$ cat src/rtl/ifetch_pkg.sv
`default_nettype none
// ============================================================================
// Module      : ifetch_pkg
// Description : Shared constants for the instruction-fetch prefetch queue.
//               Holds the default parameter values, the field widths of one
//               queue entry {address, instruction} and small sizing helpers.
// Revision    : 1.0 - initial release
// ============================================================================
package ifetch_pkg;

    // Default parameter values
    localparam int IFQ_ADDR_W   = 12;
    localparam int IFQ_INST_W   = 8;
    localparam int IFQ_DEPTH    = 4;
    localparam int IFQ_RESET_PC = 0;

    // Queue-entry field widths for the default configuration.
    // An entry is packed as {address, instruction}; the address sits on top.
    localparam int ENTRY_ADDR_W = IFQ_ADDR_W;
    localparam int ENTRY_INST_W = IFQ_INST_W;
    localparam int ENTRY_W      = ENTRY_ADDR_W + ENTRY_INST_W;

    // Width of one packed queue entry for an arbitrary configuration
    function automatic int entry_w(input int addr_w, input int inst_w);
        return addr_w + inst_w;
    endfunction

    // Width of an occupancy counter able to hold 0..depth inclusive
    function automatic int cnt_w(input int depth);
        return $clog2(depth + 1);
    endfunction

endpackage
`default_nettype wire

$ cat src/rtl/ifetch_pq_if.sv
`default_nettype none
// ============================================================================
// Module      : ifetch_pq_if
// Description : Bundle of the fetch-unit control, memory-request and
//               instruction-delivery signals.
//   ifetch_en  : permits new fetch requests
//   branch     : redirect pulse, tgt_addr is the new fetch address
//   mem_req/mem_addr/mem_gnt/mem_rdata : one-cycle-latency memory port
//   inst_valid/inst_ready/inst_o/inst_addr/next_addr : queue head
// Modports    : master - the fetch unit, slave - its environment
// Revision    : 1.0 - initial release
// ============================================================================
interface ifetch_pq_if #(
    parameter int ADDR_W = ifetch_pkg::IFQ_ADDR_W,
    parameter int INST_W = ifetch_pkg::IFQ_INST_W
) ();
    import ifetch_pkg::*;

    logic              ifetch_en;
    logic              branch;
    logic [ADDR_W-1:0] tgt_addr;
    logic              mem_req;
    logic [ADDR_W-1:0] mem_addr;
    logic              mem_gnt;
    logic [INST_W-1:0] mem_rdata;
    logic              inst_valid;
    logic              inst_ready;
    logic [INST_W-1:0] inst_o;
    logic [ADDR_W-1:0] inst_addr;
    logic [ADDR_W-1:0] next_addr;

    modport master (
        input  ifetch_en, branch, tgt_addr, mem_gnt, mem_rdata, inst_ready,
        output mem_req, mem_addr, inst_valid, inst_o, inst_addr, next_addr
    );

    modport slave (
        output ifetch_en, branch, tgt_addr, mem_gnt, mem_rdata, inst_ready,
        input  mem_req, mem_addr, inst_valid, inst_o, inst_addr, next_addr
    );

endinterface
`default_nettype wire

$ cat src/rtl/ifetch_q.sv
`default_nettype none
// ============================================================================
// Module      : ifetch_q
// Description : Parametrised synchronous FIFO with push, pop, flush and an
//               occupancy count. Head data is read combinationally.
//   clk, reset_ : clock, asynchronous active-low reset
//   push_i/data_i : write one entry
//   pop_i       : retire the head entry
//   flush_i     : drop every entry (wins over push/pop)
//   data_o      : head entry, count_o : number of stored entries
// Revision    : 1.0 - initial release
// ============================================================================
module ifetch_q #(
    parameter int WIDTH = ifetch_pkg::ENTRY_W,
    parameter int DEPTH = ifetch_pkg::IFQ_DEPTH
) (
    input  wire logic                                 clk,
    input  wire logic                                 reset_,
    input  wire logic                                 push_i,
    input  wire logic                                 pop_i,
    input  wire logic                                 flush_i,
    input  wire logic [WIDTH-1:0]                     data_i,
    output logic      [WIDTH-1:0]                     data_o,
    output logic      [ifetch_pkg::cnt_w(DEPTH)-1:0]  count_o
);
    import ifetch_pkg::*;

    localparam int PTR_W = $clog2(DEPTH);
    localparam int CNT_W = cnt_w(DEPTH);

    logic [WIDTH-1:0] mem_q [DEPTH];
    logic [PTR_W-1:0] wr_ptr_q, wr_ptr_d;
    logic [PTR_W-1:0] rd_ptr_q, rd_ptr_d;
    logic [CNT_W-1:0] count_q,  count_d;
    logic             do_push;
    logic             do_pop;

    // Guard against pop-on-empty and push-on-full so the pointers can never
    // drift apart from the count even if the caller misbehaves.
    assign do_pop  = pop_i && (count_q != '0);
    assign do_push = push_i && ((count_q != CNT_W'(DEPTH)) || do_pop);

    always_comb begin
        wr_ptr_d = wr_ptr_q;
        rd_ptr_d = rd_ptr_q;
        count_d  = count_q;
        if (flush_i) begin
            wr_ptr_d = '0;
            rd_ptr_d = '0;
            count_d  = '0;
        end else begin
            // DEPTH is a power of two, so pointer wrap is the natural overflow
            if (do_push) wr_ptr_d = wr_ptr_q + PTR_W'(1);
            if (do_pop)  rd_ptr_d = rd_ptr_q + PTR_W'(1);
            if (do_push && !do_pop)      count_d = count_q + CNT_W'(1);
            else if (do_pop && !do_push) count_d = count_q - CNT_W'(1);
        end
    end

    always_ff @(posedge clk or negedge reset_) begin
        if (!reset_) begin
            wr_ptr_q <= '0;
            rd_ptr_q <= '0;
            count_q  <= '0;
        end else begin
            wr_ptr_q <= wr_ptr_d;
            rd_ptr_q <= rd_ptr_d;
            count_q  <= count_d;
        end
    end

    // Storage needs no reset: a slot is only read once count covers it
    always_ff @(posedge clk) begin
        if (do_push && !flush_i) mem_q[wr_ptr_q] <= data_i;
    end

    assign data_o  = mem_q[rd_ptr_q];
    assign count_o = count_q;

endmodule
`default_nettype wire

$ cat src/rtl/ifetch_pq.sv
`default_nettype none
// ============================================================================
// Module      : ifetch_pq
// Description : Instruction prefetch unit. Issues sequential fetch requests
//               to a one-cycle-latency memory, captures each response with
//               its address in a prefetch queue and presents the queue head
//               to the consumer. A branch flushes the queue, drops the
//               response in flight and redirects the fetch PC.
//   clk    : rising-edge clock
//   reset_ : asynchronous active-low reset
//   bus    : ifetch_pq_if.master (control, memory port, queue head)
// Revision    : 1.0 - initial release
// ============================================================================
module ifetch_pq #(
    parameter int ADDR_W   = ifetch_pkg::IFQ_ADDR_W,
    parameter int INST_W   = ifetch_pkg::IFQ_INST_W,
    parameter int DEPTH    = ifetch_pkg::IFQ_DEPTH,
    parameter int RESET_PC = ifetch_pkg::IFQ_RESET_PC
) (
    input  wire logic    clk,
    input  wire logic    reset_,
    ifetch_pq_if.master  bus
);
    import ifetch_pkg::*;

    localparam int ENT_W = entry_w(ADDR_W, INST_W);
    localparam int CNT_W = cnt_w(DEPTH);
    localparam int OCC_W = CNT_W + 1;

    logic [ADDR_W-1:0] fpc_q,      fpc_d;
    logic [ADDR_W-1:0] req_addr_q, req_addr_d;
    logic              inflight_q, inflight_d;

    logic [CNT_W-1:0]  count;
    logic [ENT_W-1:0]  head;
    logic [ENT_W-1:0]  push_data;
    logic [OCC_W-1:0]  occ;
    logic              valid;
    logic              pop;
    logic              push;
    logic              req;
    logic              accept;
    logic [ADDR_W-1:0] head_addr;
    logic [INST_W-1:0] head_inst;

    assign valid = (count != '0);
    assign pop   = valid && bus.inst_ready;

    // Occupancy seen by the request decision: stored entries minus the one
    // leaving this cycle, plus the slot reserved by the response in flight.
    // Reserving the slot at acceptance guarantees every response has room.
    always_comb begin
        occ = OCC_W'(count) - OCC_W'(pop) + OCC_W'(inflight_q);
        req = reset_ && bus.ifetch_en && !bus.branch && (occ < OCC_W'(DEPTH));
    end

    assign accept = req && bus.mem_gnt;

    // A response landing in a branch cycle belongs to the abandoned path
    assign push      = inflight_q && !bus.branch;
    assign push_data = {req_addr_q, bus.mem_rdata};

    always_comb begin
        fpc_d      = fpc_q;
        req_addr_d = req_addr_q;
        inflight_d = 1'b0;
        if (bus.branch) begin
            fpc_d = bus.tgt_addr;
        end else if (accept) begin
            fpc_d      = fpc_q + ADDR_W'(1);
            req_addr_d = fpc_q;
            inflight_d = 1'b1;
        end
    end

    always_ff @(posedge clk or negedge reset_) begin
        if (!reset_) begin
            fpc_q      <= ADDR_W'(RESET_PC);
            req_addr_q <= '0;
            inflight_q <= 1'b0;
        end else begin
            fpc_q      <= fpc_d;
            req_addr_q <= req_addr_d;
            inflight_q <= inflight_d;
        end
    end

    ifetch_q #(
        .WIDTH (ENT_W),
        .DEPTH (DEPTH)
    ) u_q (
        .clk     (clk),
        .reset_  (reset_),
        .push_i  (push),
        .pop_i   (pop),
        .flush_i (bus.branch),
        .data_i  (push_data),
        .data_o  (head),
        .count_o (count)
    );

    // Head fields read as zero while the queue is empty, which also gives
    // the required zero outputs straight out of reset.
    assign head_addr = valid ? head[ENT_W-1:INST_W] : '0;
    assign head_inst = valid ? head[INST_W-1:0]     : '0;

    assign bus.mem_req    = req;
    assign bus.mem_addr   = fpc_q;
    assign bus.inst_valid = valid;
    assign bus.inst_addr  = head_addr;
    assign bus.inst_o     = head_inst;
    assign bus.next_addr  = head_addr + ADDR_W'(1);

endmodule
`default_nettype wire

$ cat src/flat_wrapper.sv
// flat-port wrapper written by rule: the top's interface ports become plain ports
module ifetch_pq_flat import ifetch_pkg::*;
#(
    parameter int ADDR_W   = ifetch_pkg::IFQ_ADDR_W,
    parameter int INST_W   = ifetch_pkg::IFQ_INST_W,
    parameter int DEPTH    = ifetch_pkg::IFQ_DEPTH,
    parameter int RESET_PC = ifetch_pkg::IFQ_RESET_PC
)
  (clk, reset_, bus_ifetch_en, bus_branch, bus_tgt_addr, bus_mem_gnt, bus_mem_rdata, bus_inst_ready, bus_mem_req, bus_mem_addr, bus_inst_valid, bus_inst_o, bus_inst_addr, bus_next_addr);
  ifetch_pq_if #(.ADDR_W(ADDR_W), .INST_W(INST_W)) bus_i ();
  input  wire logic clk;
  input  wire logic reset_;
  input wire logic [$bits(bus_i.ifetch_en)-1:0] bus_ifetch_en;
  input wire logic [$bits(bus_i.branch)-1:0] bus_branch;
  input wire logic [$bits(bus_i.tgt_addr)-1:0] bus_tgt_addr;
  input wire logic [$bits(bus_i.mem_gnt)-1:0] bus_mem_gnt;
  input wire logic [$bits(bus_i.mem_rdata)-1:0] bus_mem_rdata;
  input wire logic [$bits(bus_i.inst_ready)-1:0] bus_inst_ready;
  output wire logic [$bits(bus_i.mem_req)-1:0] bus_mem_req;
  output wire logic [$bits(bus_i.mem_addr)-1:0] bus_mem_addr;
  output wire logic [$bits(bus_i.inst_valid)-1:0] bus_inst_valid;
  output wire logic [$bits(bus_i.inst_o)-1:0] bus_inst_o;
  output wire logic [$bits(bus_i.inst_addr)-1:0] bus_inst_addr;
  output wire logic [$bits(bus_i.next_addr)-1:0] bus_next_addr;
  assign bus_i.ifetch_en = bus_ifetch_en;
  assign bus_i.branch = bus_branch;
  assign bus_i.tgt_addr = bus_tgt_addr;
  assign bus_i.mem_gnt = bus_mem_gnt;
  assign bus_i.mem_rdata = bus_mem_rdata;
  assign bus_i.inst_ready = bus_inst_ready;
  assign bus_mem_req = bus_i.mem_req;
  assign bus_mem_addr = bus_i.mem_addr;
  assign bus_inst_valid = bus_i.inst_valid;
  assign bus_inst_o = bus_i.inst_o;
  assign bus_inst_addr = bus_i.inst_addr;
  assign bus_next_addr = bus_i.next_addr;
  ifetch_pq #(.ADDR_W(ADDR_W), .INST_W(INST_W), .DEPTH(DEPTH), .RESET_PC(RESET_PC)) u_core (.clk(clk), .reset_(reset_), .bus(bus_i));
endmodule
$ cat config.mk
export PLATFORM = sky130hd
export DESIGN_NAME = ifetch_pq_flat
export DESIGN_NICKNAME = d
export VERILOG_FILES = /design/src/rtl/ifetch_pkg.sv /design/src/rtl/ifetch_pq_if.sv /design/src/rtl/ifetch_q.sv /design/src/rtl/ifetch_pq.sv /design/src/flat_wrapper.sv
export SDC_FILE = /design/constraint.sdc
export NUM_CORES = 1
export LEC_CHECK = 0
export ABC_CLOCK_PERIOD_IN_PS = 9400
export BUFFER_PORTS_ARGS = -buffer_cell sky130_fd_sc_hd__buf_2
export CAP_MARGIN = 25
export CORE_ASPECT_RATIO = 1.5
export CORE_MARGIN = 3
export CORE_UTILIZATION = 51
export CTS_CLUSTER_DIAMETER = 60
export DETAILED_ROUTE_END_ITERATION = 8
export HOLD_SLACK_MARGIN = 0.1
export MAX_ROUTING_LAYER = met4
export PLACE_DENSITY = 0.8
export SLEW_MARGIN = 20
export SYNTH_ARGS = -nofsm -noshare
export SYNTH_HDL_FRONTEND = slang
export SYNTH_SLANG_ARGS = --single-unit
$ cat constraint.sdc
create_clock -name clk -period 9.4 [get_ports clk]
set_clock_uncertainty 0.1 [all_clocks]
set_input_delay 1.88 -clock clk [delete_from_list [all_inputs] [get_ports clk]]
set_output_delay 1.88 -clock clk [all_outputs]
set_load 0.05 [all_outputs]
==> impl_metrics.tcl <==
set metrics [dict create \
    synthSimpleGateAreaFrac 0.125 \
    whs_ps 422 \
    grt_pass1_wl_um 15500 \
    synth_area_leaders "edfxtp_1, dfrtp_1, mux4_2, nand2_1, ha_1" \
    final.setup.tns_ps 0 \
    worstMarginPinSlew_ps 1010 \
    cts_buffers 9 \
    r2r_slack_ps 4760 \
    drt_iter0_markers 197 \
    hold_path_depth 0 \
    cts_tree "done" \
    synth_top_family_by_area "simple AND/OR/NAND/NOR gates" \
    p_sw_uw 806 \
    cts-root-buf "clkbuf_16" \
    gp_congestion 0.747 \
    async_reset_ff_frac 0.286 \
    io_buffers 71 \
    worstPathArrival_ps 3580 \
    worstSetupEndpointType "output pin" \
    finalHoldViolations 0 \
    cp_max_fo 8 \
    p_int_uw 1030 \
    synth_compound_area_frac 0.0435 \
    vias 3068 \
    drive_gt1_frac 0.269 \
    area_delta_synth_final_pct 15.3 \
    crit_chain "buf_2 > nand2_1 > inv_1 > ha_1 > inv_1 > ha_1 > and3b_1 > or3_4 > a21oi_1 > buf_2" \
    synth_edf_count 80 \
    grt_pass1_vias 3145 \
    muxShareOfSynthArea 0.115 \
    synthesis.nets 391 \
    multi_input_area_mm2 0.00169 \
    nFillCells 728 \
    viasPerCell 5.65 \
    yosysTopAreaCell "edfxtp_1" \
    drt_first_pass_iters 4 \
    slew_violations 0 \
    synth_top_flop_cell "edfxtp_1" \
    track_usage 0.184 \
    required_ps 7420 \
    num_antenna_cells 0 \
    max-cap-violations 0 \
    die_w_um 87.1 \
    grt_max_degree 34 \
    cp_slowest_cell "or3_4" \
    syn_inst 355 \
    rsz0062_at_grt "false" \
    wl_per_cell_um 17.0 \
    slew_headroom 0.329 \
    fin_cells 543 \
    synth_top_area_share 0.477 \
    syn_area_per_cell_um2 14.2 \
    synth_fa_ha_area_frac 0.0264 \
    dieArea_mm2 0.0111 \
    ys_seq_elements 112 \
    ys_seq_area_frac 0.637 \
    power.share.switching 0.438 \
    hold_start "u_core.req_addr_q[5]" \
    placed_cell_area_mm2 0.00546 \
    dpl.hpwl_um 6270 \
    grt-ovfl-total 0 \
    setup_viol 0 \
    yosys_warnings 0 \
    clock_latency_ps 330 \
    holdPathEnd "u_core.u_q.mem_q[1][13]" \
    max_freq_mhz 180 \
    p_leak_uw 0.00230 \
    p_seq_frac 0.357 \
    ys_types 45 \
    critPathMaxStageDelay_ps 340 \
    drcViolationCount 0 \
    final_nets 463 \
    finalInstanceArea_mm2 0.00580 \
    htree_num_levels 3 \
    clock_sinks 112 \
    postRouteAntennaNets 0 \
    cts_setup_buffers 0 \
    num_rows 43 \
    power_uw 1840 \
    clk_pin_slew_worst_paths_ps 60 \
    io-pin-count 72 \
    clkPwrFrac 0.194 \
    reg2regPathDepth 13 \
    power_frac_comb 0.450 \
    fp.coreArea_mm2 0.00942 \
    syn_area_mm2 0.00503 \
    status "complete, no violations" \
    start_kind "input pin" \
    clockBufferDepth 2 \
    power.density_mw_per_mm2 317 \
    ctsHoldBuffers 0 \
    finalCritPeriodShare 0.592 \
    cts.repair.resized 0 \
    r2r_end "u_core.bus.mem_addr[9]" \
    routed_wl_um 9210 \
    critical_path_class "in -> out" \
    regArea_mm2 0.00320 \
    synthXorXnorAreaFrac 0.0261 \
    die_h_um 128 \
    rr_startpoint "u_core.u_q.count_o[0]" \
    placedCellCount 525 \
    hold_class "reg -> reg" \
    vdd.ir_drop.worst_mv 0.336 \
    min_period_ps 5560 \
    antenna_found_initial 0 \
    start_util 0.534 \
]
cell usage after synthesis (5+ instances only):
cell type	number
and2_1	17
o21ai_0	6
mux4_2	21
inv_1	16
nand2_1	53
clkbuf_1	5
edfxtp_1	80
nor3_1	7
ha_1	9
xor2_1	6
nor2_1	10
a221o_1	8
dfrtp_1	32
nand3_1	9
and3_1	7
mux2i_1	6
xnor2_1	9
registers in the layout, summed over array words and instances, names as in the netlist:
register / flops
u_core.u_q.rd_ptr_q: 2
u_core.u_q.count_o: 3
u_core.u_q.mem_q: 80
u_core.u_q.wr_ptr_q: 2
u_core.req_addr_q: 12
u_core.bus.mem_addr: 12
u_core.inflight_q: 1
layer usage:
layer	global-route usage	share of wire	up-vias
met5	-	0	-
met2	0.311	0.54	78
li1	-	-	1468
met4	0.0596	0.015	0
met1	0.227	0.40	1510
met3	0.0297	0.044	12
power by group through the flow:
stage | combinational [uW] | clock [uW] | sequential (uW)
2_1_floorplan | 657 | 0 | 665
3_3_place_gp | 815 | 0 | 661
3_5_place_dp | 828 | 0 | 668
4_1_cts | 831 | 363 | 658
5_1_grt | 888 | 380 | 665
6_report | 827 | 356 | 656
worst max path at each step:
| stage | startpoint | endpoint | slack (ps) |
|---|---|---|---|
| 3_3_place_gp | bus_inst_ready | bus_mem_req | 3850 |
| 3_5_place_dp | bus_inst_ready | bus_mem_req | 3840 |
| 5_1_grt | u_core.u_q.count_o[0] | bus_mem_req | 3650 |
| 4_1_cts | u_core.u_q.rd_ptr_q[1] | bus_next_addr[10] | 3820 |
| 2_1_floorplan | u_core.u_q.count_o[0] | bus_next_addr[10] | 3270 |
| 6_report | bus_inst_ready | bus_mem_req | 3840 |
layout by cell type, fill, tap and decap left out, types with 6 or more instances in the layout:
cell type | Yosys | routed
inv_1 | 16 | 16
nand3_1 | 9 | 9
dfrtp_1 | 32 | 32
a221o_1 | 8 | 8
edfxtp_1 | 80 | 80
and3_1 | 7 | 6
mux2i_1 | 6 | 6
and2_1 | 17 | 17
nor2_1 | 10 | 10
nand2_1 | 53 | 53
o21ai_0 | 6 | 6
ha_1 | 9 | 9
nor3_1 | 7 | 7
xor2_1 | 6 | 6
buf_2 | 4 | 71
clkbuf_16 | 0 | 9
mux4_2 | 21 | 21
xnor2_1 | 9 | 9
cell families after synthesis:
family | after synthesis
flip-flops | 112
multiplexers | 31
buffers and inverters | 31
XOR/XNOR | 15
AO/OA/AOI/OAI | 30
adder cells (fa/ha/maj) | 10
AND/OR/NAND/NOR | 126
per-stage QoR:
stage | utilization | setup slack (ps)
6_report | 0.616 | 3840
5_1_grt | 0.616 | 3650
4_1_cts | 0.610 | 3820
3_5_place_dp | 0.580 | 3840
3_3_place_gp | 0.580 | 3850
2_1_floorplan | - | 3270
worst max-delay path, delay by kind of cell:
family / cells / cell delay, ps
adder cells (fa/ha/maj): 2 / 380
AO/OA/AOI/OAI: 1 / 140
buffers and inverters: 4 / 550
AND/OR/NAND/NOR: 3 / 630
layout make-up:
| cell class | instances | area share |
|---|---|---|
| multi-input cells | 212 | 0.292 |
| clock inverters | 4 | 0.00798 |
| repair buffers | 75 | 0.0725 |
| inverters | 17 | 0.0110 |
| flip-flops and latches | 112 | 0.552 |
| well taps | 112 | 0.0242 |
| clock buffers | 11 | 0.0401 |
(Power assumes the default switching activity.)
